File: config.mk
export PLATFORM = sky130hd
export DESIGN_NAME = uart_rx_fifo_flat
export DESIGN_NICKNAME = d
export VERILOG_FILES = /design/src/rtl/uart_rx_fifo_if.sv /design/src/rtl/uart_rx_fifo.sv /design/src/flat_wrapper.sv
export SDC_FILE = /design/constraint.sdc
export NUM_CORES = 1
export LEC_CHECK = 0
export CAP_MARGIN = 20
export CORE_MARGIN = 5
export CORE_UTILIZATION = 60
export CTS_CLUSTER_SIZE = 25
export DETAILED_ROUTE_END_ITERATION = 10
export PLACE_DENSITY = 0.81
export SLEW_MARGIN = 15
export SYNTH_ARGS = -nofsm -noshare
export SYNTH_HDL_FRONTEND = slang
export SYNTH_SLANG_ARGS = --single-unit
export TNS_END_PERCENT = 100
File: constraint.sdc
create_clock -name clk -period 5.9 [get_ports clk]
set_clock_uncertainty 0.2 [all_clocks]
set_input_delay 0.59 -clock clk [delete_from_list [all_inputs] [get_ports clk]]
set_output_delay 0.59 -clock clk [all_outputs]
set_load 0.05 [all_outputs]
File: src/rtl/uart_rx_fifo_if.sv
// uart_rx_fifo_if: byte-in strobe and show-ahead byte-out stream plus FIFO status
interface uart_rx_fifo_if #(
  parameter int DEPTH = 16,
  parameter int ERRW  = 8
);
  logic [7:0]                   in_data;
  logic                         in_valid;
  logic                         in_parity_ok;
  logic                         clr;
  logic [7:0]                   out_data;
  logic                         out_valid;
  logic                         out_ready;
  logic [$clog2(DEPTH+1)-1:0]   level;
  logic                         full;
  logic                         overflow;
  logic [ERRW-1:0]              par_err_cnt;
  modport master (
    output in_data, in_valid, in_parity_ok, clr, out_ready,
    input  out_data, out_valid, level, full, overflow, par_err_cnt
  );
  modport slave (
    input  in_data, in_valid, in_parity_ok, clr, out_ready,
    output out_data, out_valid, level, full, overflow, par_err_cnt
  );
endinterface

File: src/rtl/uart_rx_fifo.sv
// uart_rx_fifo: show-ahead byte FIFO behind a UART receiver with parity filtering,
// sticky overflow flag and saturating parity-error counter.
module uart_rx_fifo #(
  parameter int DEPTH        = 16,
  parameter bit DROP_BAD_PAR = 1'b1,
  parameter int ERRW         = 8
) (
  input  logic            clk,
  input  logic            rst_n,
  uart_rx_fifo_if.slave   bus
);
  localparam int AW = $clog2(DEPTH);
  localparam int LW = $clog2(DEPTH+1);
  logic [7:0]      mem_q [DEPTH];
  logic [AW-1:0]   wr_ptr_q, wr_ptr_d, rd_ptr_q, rd_ptr_d;
  logic [LW-1:0]   level_q, level_d;
  logic            overflow_q, overflow_d;
  logic [ERRW-1:0] par_err_q, par_err_d;
  logic            good, bad, rd_en, wr_en, lost;
  // status outputs depend only on registers, never on same-cycle inputs
  assign bus.out_valid   = |level_q;
  assign bus.full        = level_q == LW'(DEPTH);
  assign bus.level       = level_q;
  assign bus.overflow    = overflow_q;
  assign bus.par_err_cnt = par_err_q;
  assign bus.out_data    = bus.out_valid ? mem_q[rd_ptr_q] : 8'h00;
  always_comb begin
    good       = bus.in_valid & (bus.in_parity_ok | !DROP_BAD_PAR);
    bad        = bus.in_valid & !bus.in_parity_ok;
    rd_en      = bus.out_valid & bus.out_ready;
    wr_en      = good & (!bus.full | rd_en);
    lost       = good & bus.full & !rd_en;
    wr_ptr_d   = bus.clr ? '0 : wr_ptr_q + AW'(wr_en);
    rd_ptr_d   = bus.clr ? '0 : rd_ptr_q + AW'(rd_en);
    level_d    = bus.clr ? '0 : level_q + LW'(wr_en) - LW'(rd_en);
    overflow_d = !bus.clr & (overflow_q | lost);
    par_err_d  = bus.clr ? '0 : par_err_q + ERRW'(bad & ~&par_err_q);
  end
  always_ff @(posedge clk or negedge rst_n)
    if (!rst_n) begin
      wr_ptr_q   <= '0;
      rd_ptr_q   <= '0;
      level_q    <= '0;
      overflow_q <= 1'b0;
      par_err_q  <= '0;
    end else begin
      wr_ptr_q   <= wr_ptr_d;
      rd_ptr_q   <= rd_ptr_d;
      level_q    <= level_d;
      overflow_q <= overflow_d;
      par_err_q  <= par_err_d;
    end
  always_ff @(posedge clk)
    if (wr_en && !bus.clr) mem_q[wr_ptr_q] <= bus.in_data;
endmodule

File: src/flat_wrapper.sv
// flat-port wrapper written by rule: the top's interface ports become plain ports
module uart_rx_fifo_flat 
#(
  parameter int DEPTH        = 16,
  parameter bit DROP_BAD_PAR = 1'b1,
  parameter int ERRW         = 8
)
  (clk, rst_n, bus_in_data, bus_in_valid, bus_in_parity_ok, bus_clr, bus_out_ready, bus_out_data, bus_out_valid, bus_level, bus_full, bus_overflow, bus_par_err_cnt);
  uart_rx_fifo_if #(.DEPTH(DEPTH), .ERRW(ERRW)) bus_i ();
  input  logic clk;
  input  logic rst_n;
  input wire logic [$bits(bus_i.in_data)-1:0] bus_in_data;
  input wire logic [$bits(bus_i.in_valid)-1:0] bus_in_valid;
  input wire logic [$bits(bus_i.in_parity_ok)-1:0] bus_in_parity_ok;
  input wire logic [$bits(bus_i.clr)-1:0] bus_clr;
  input wire logic [$bits(bus_i.out_ready)-1:0] bus_out_ready;
  output wire logic [$bits(bus_i.out_data)-1:0] bus_out_data;
  output wire logic [$bits(bus_i.out_valid)-1:0] bus_out_valid;
  output wire logic [$bits(bus_i.level)-1:0] bus_level;
  output wire logic [$bits(bus_i.full)-1:0] bus_full;
  output wire logic [$bits(bus_i.overflow)-1:0] bus_overflow;
  output wire logic [$bits(bus_i.par_err_cnt)-1:0] bus_par_err_cnt;
  assign bus_i.in_data = bus_in_data;
  assign bus_i.in_valid = bus_in_valid;
  assign bus_i.in_parity_ok = bus_in_parity_ok;
  assign bus_i.clr = bus_clr;
  assign bus_i.out_ready = bus_out_ready;
  assign bus_out_data = bus_i.out_data;
  assign bus_out_valid = bus_i.out_valid;
  assign bus_level = bus_i.level;
  assign bus_full = bus_i.full;
  assign bus_overflow = bus_i.overflow;
  assign bus_par_err_cnt = bus_i.par_err_cnt;
  uart_rx_fifo #(.DEPTH(DEPTH), .DROP_BAD_PAR(DROP_BAD_PAR), .ERRW(ERRW)) u_core (.clk(clk), .rst_n(rst_n), .bus(bus_i));
endmodule
==> flow_metrics.env <==
export IMPL_outcome="finished, final reports clean"
export IMPL_cts_hold_buf=0
export IMPL_ant_nets=0
export IMPL_yosys_top_cells_area="edfxtp_1, mux4_2, dfrtp_1, ha_1, nor2_1"
export IMPL_die_h_um=110.8
export IMPL_grt_pass1_wl_mm=19.21
export IMPL_p_total_mw=2.971
export IMPL_synth_compound_area_frac=0.02936
export IMPL_drive_gt1_frac=0.1853
export IMPL_cp_end_kind="output pin"
export IMPL_synth_xor_area_frac=0.01437
export IMPL_worstPathArrival_ns=3.75
export IMPL_max_freq_ghz=0.2203
export IMPL_finalWirelength_mm=12.06
export IMPL_hold_path_class="input pin to async pin"
export IMPL_period_share=0.7693
export IMPL_layout_min_cycle_time_ns=4.539
export IMPL_slowest_stage="nor4b_1"
export IMPL_worst_path_buf_inv=2
export IMPL_cts_htree_levels=4
export IMPL_synthDistinctLibCells=37
export IMPL_cp_start_kind="flip-flop"
export IMPL_synth_area_sq_mm=0.006093
export IMPL_grt_pass1_vias=3421
export IMPL_cts_sinks=150
export IMPL_dieArea_sq_mm=0.01227
export IMPL_hold_viol=0
export IMPL_port_buffer_count=37
export IMPL_cts_tree="built"
export IMPL_dr_total_vias=3228
export IMPL_slowest_delay_ns=0.83
export IMPL_cts_resized=0
export IMPL_worst_pin_slew_ns=1.017
export IMPL_diodes=0
export IMPL_cap_violations=0
export IMPL_cts_max_path_buffers=2
export IMPL_grt_max_degree=26
export IMPL_setup_tns_ns=0
export IMPL_start_util=0.6205
export IMPL_track_usage=0.2119
export IMPL_num_io_pins=38
export IMPL_drtPass1Iterations=5
export IMPL_yosys_most_used_dff="edfxtp_1"
export IMPL_drc_errors=0
export IMPL_ys_seq_area_frac=0.7211
export IMPL_antenna_found_initial=0
export IMPL_path_clk_slew_ns=0.06
export IMPL_synthCells=332
export IMPL_timing_slew_headroom=0.3126
export IMPL_synth_simple_area_share=0.05893
export IMPL_synthAdderAreaFrac=0.02793
export IMPL_syn_num_nets=359
export IMPL_synth_edf_count=128
export IMPL_overflow=0
export IMPL_core_sq_mm=0.009819
export IMPL_path_cells="inv_1 -> ha_1 -> nor4b_1 -> nor2_1 -> a22oi_1 -> o21ai_0 -> clkdlybuf4s50_1"
export IMPL_post_cts_setup_buffers=0
export IMPL_crit_family="simple AND/OR/NAND/NOR gates"
export IMPL_critPathMaxFanout=8
export IMPL_globalplace_congestion=0.7615
export IMPL_leakagePower_nw=2.415
export IMPL_slew_viol_final=0
export IMPL_numCtsBuffers=17
export IMPL_muxShareOfSynthArea=0.1314
export IMPL_fp_dieW_um=110.8
export IMPL_rows=36
export IMPL_synth_ff_latch_count=150
export IMPL_synth_top_cell_area_share=0.6308
export IMPL_ys_warn_count=0
export IMPL_viasPerCell=6.125
export IMPL_clock_root_buffer="clkbuf_8"
export IMPL_dp_hpwl_mm=7.301
export IMPL_power_density_mw_per_mm2=413.4
export IMPL_yosysTopAreaCell="edfxtp_1"
export IMPL_clk_latency_ns=0.52
export IMPL_area_growth_syn_to_layout_pct=17.95
export IMPL_detail_route_iter0_violations=328
export IMPL_async_reset_ff_frac=0.1467
export IMPL_post_synth_cell_area_avg_sq_um=18.35
export IMPL_required_ns=5.11
export IMPL_vdd_ir_drop_worst_mv=0.3655
export IMPL_synth_top_family_by_area="multiplexers"
export IMPL_layout_nets=408
export IMPL_holdWs_ns=0.1368
export IMPL_setup_viol=0
export IMPL_rsz0062_at_grt="no"
export IMPL_crit_type="flip-flop to output pin"
export IMPL_avgRoutedWirePerCell_um=22.89
[layout by cell type, fill, tap and decap left out, drive strengths merged, types with 7 or more instances in the layout]
| cell | n |
|---|---|
| edfxtp | 128 |
| clkdlybuf4s50 | 37 |
| mux4 | 32 |
| nor2 | 26 |
| clkbuf | 24 |
| dfrtp | 22 |
| inv | 14 |
| ha | 12 |
| o21ai | 10 |
| nor2b | 9 |
| mux2i | 8 |
| a22oi | 8 |
| nand3 | 7 |
| nor3 | 7 |
[final timing paths]
kind	start	end	slack, ns	cells past startpoint
setup / recovery	u_core.bus.level[2]	bus_out_data[6]	1.36	7
hold / removal	rst_n	u_core.bus.par_err_cnt[7]	0.14	1
setup reg to reg	u_core.bus.level[2]	u_core.bus.level[4]	2.48	13
hold reg to reg	u_core.bus.overflow	u_core.bus.overflow	0.31	2
max in group asynchronous	rst_n	u_core.rd_ptr_q[0]	4.92	2
min in group clk	u_core.bus.overflow	u_core.bus.overflow	0.31	2
[flip-flops by register name, indices dropped and copies added, names as in the netlist]
name                    count
u_core.wr_ptr_q             4
u_core.bus.overflow         1
u_core.rd_ptr_q             4
u_core.bus.par_err_cnt      8
u_core.mem_q              128
u_core.bus.level            5
[per-layer routing]
metal  global-route usage  routed length, um
met5                    0                  0
met4              0.07307                161
met3              0.06441                948
met2               0.3277               5930
met1               0.2908               5021
[Yosys cell counts (2+ instances only)]
cell type	number
o21ai_0	10
nand3b_1	2
mux2i_1	8
xnor2_1	4
a21oi_1	4
nor3_1	6
buf_2	4
nand2_1	4
dfrtp_1	22
edfxtp_1	128
nand2b_1	2
clkbuf_1	6
nor2_1	26
nor2b_1	9
buf_1	2
inv_1	12
mux4_2	32
ha_1	12
a22oi_1	8
nor3b_1	2
or3_1	2
nand3_1	7
xor2_1	6
[through the flow]
step	setup WS [ns]	instance area (sq um)	util	instances
after floorplan	2.414	6093	-	332
after global placement	1.969	6611	0.6733	494
after detailed placement	1.991	6611	0.6733	494
after CTS	1.368	7167	0.7299	526
after global routing	1.146	7187	0.7319	527
final	1.361	7187	0.7319	527
[final cells by class]
class,instances,area [sq um]
multi-input combinational,157,1602
sequential,150,4395
timing repair buffer,43,422.9
tap,133,166.4
clock inverter,8,41.29
inverter,12,45.04
fill,605,2633
clock buffer,24,514.2
[kinds of logic (layout without fill, tap and decap cells)]
logic type,after synthesis,count (layout)
xor gates and xnor gates,10,10
adders and majority gates,13,13
buffers and inverters,25,87
and+or+nand+nor,68,68
DFF,150,150
muxes,40,40
AOI/OAI and AO/OA,26,26
[power by group]
group	switching [mW]	internal [mW]
clock	0.392	0.599
combinational	0.420	0.319
sequential	0.0625	1.18
total	0.875	2.10
Note: power is estimated with default switching activity, not from simulation.
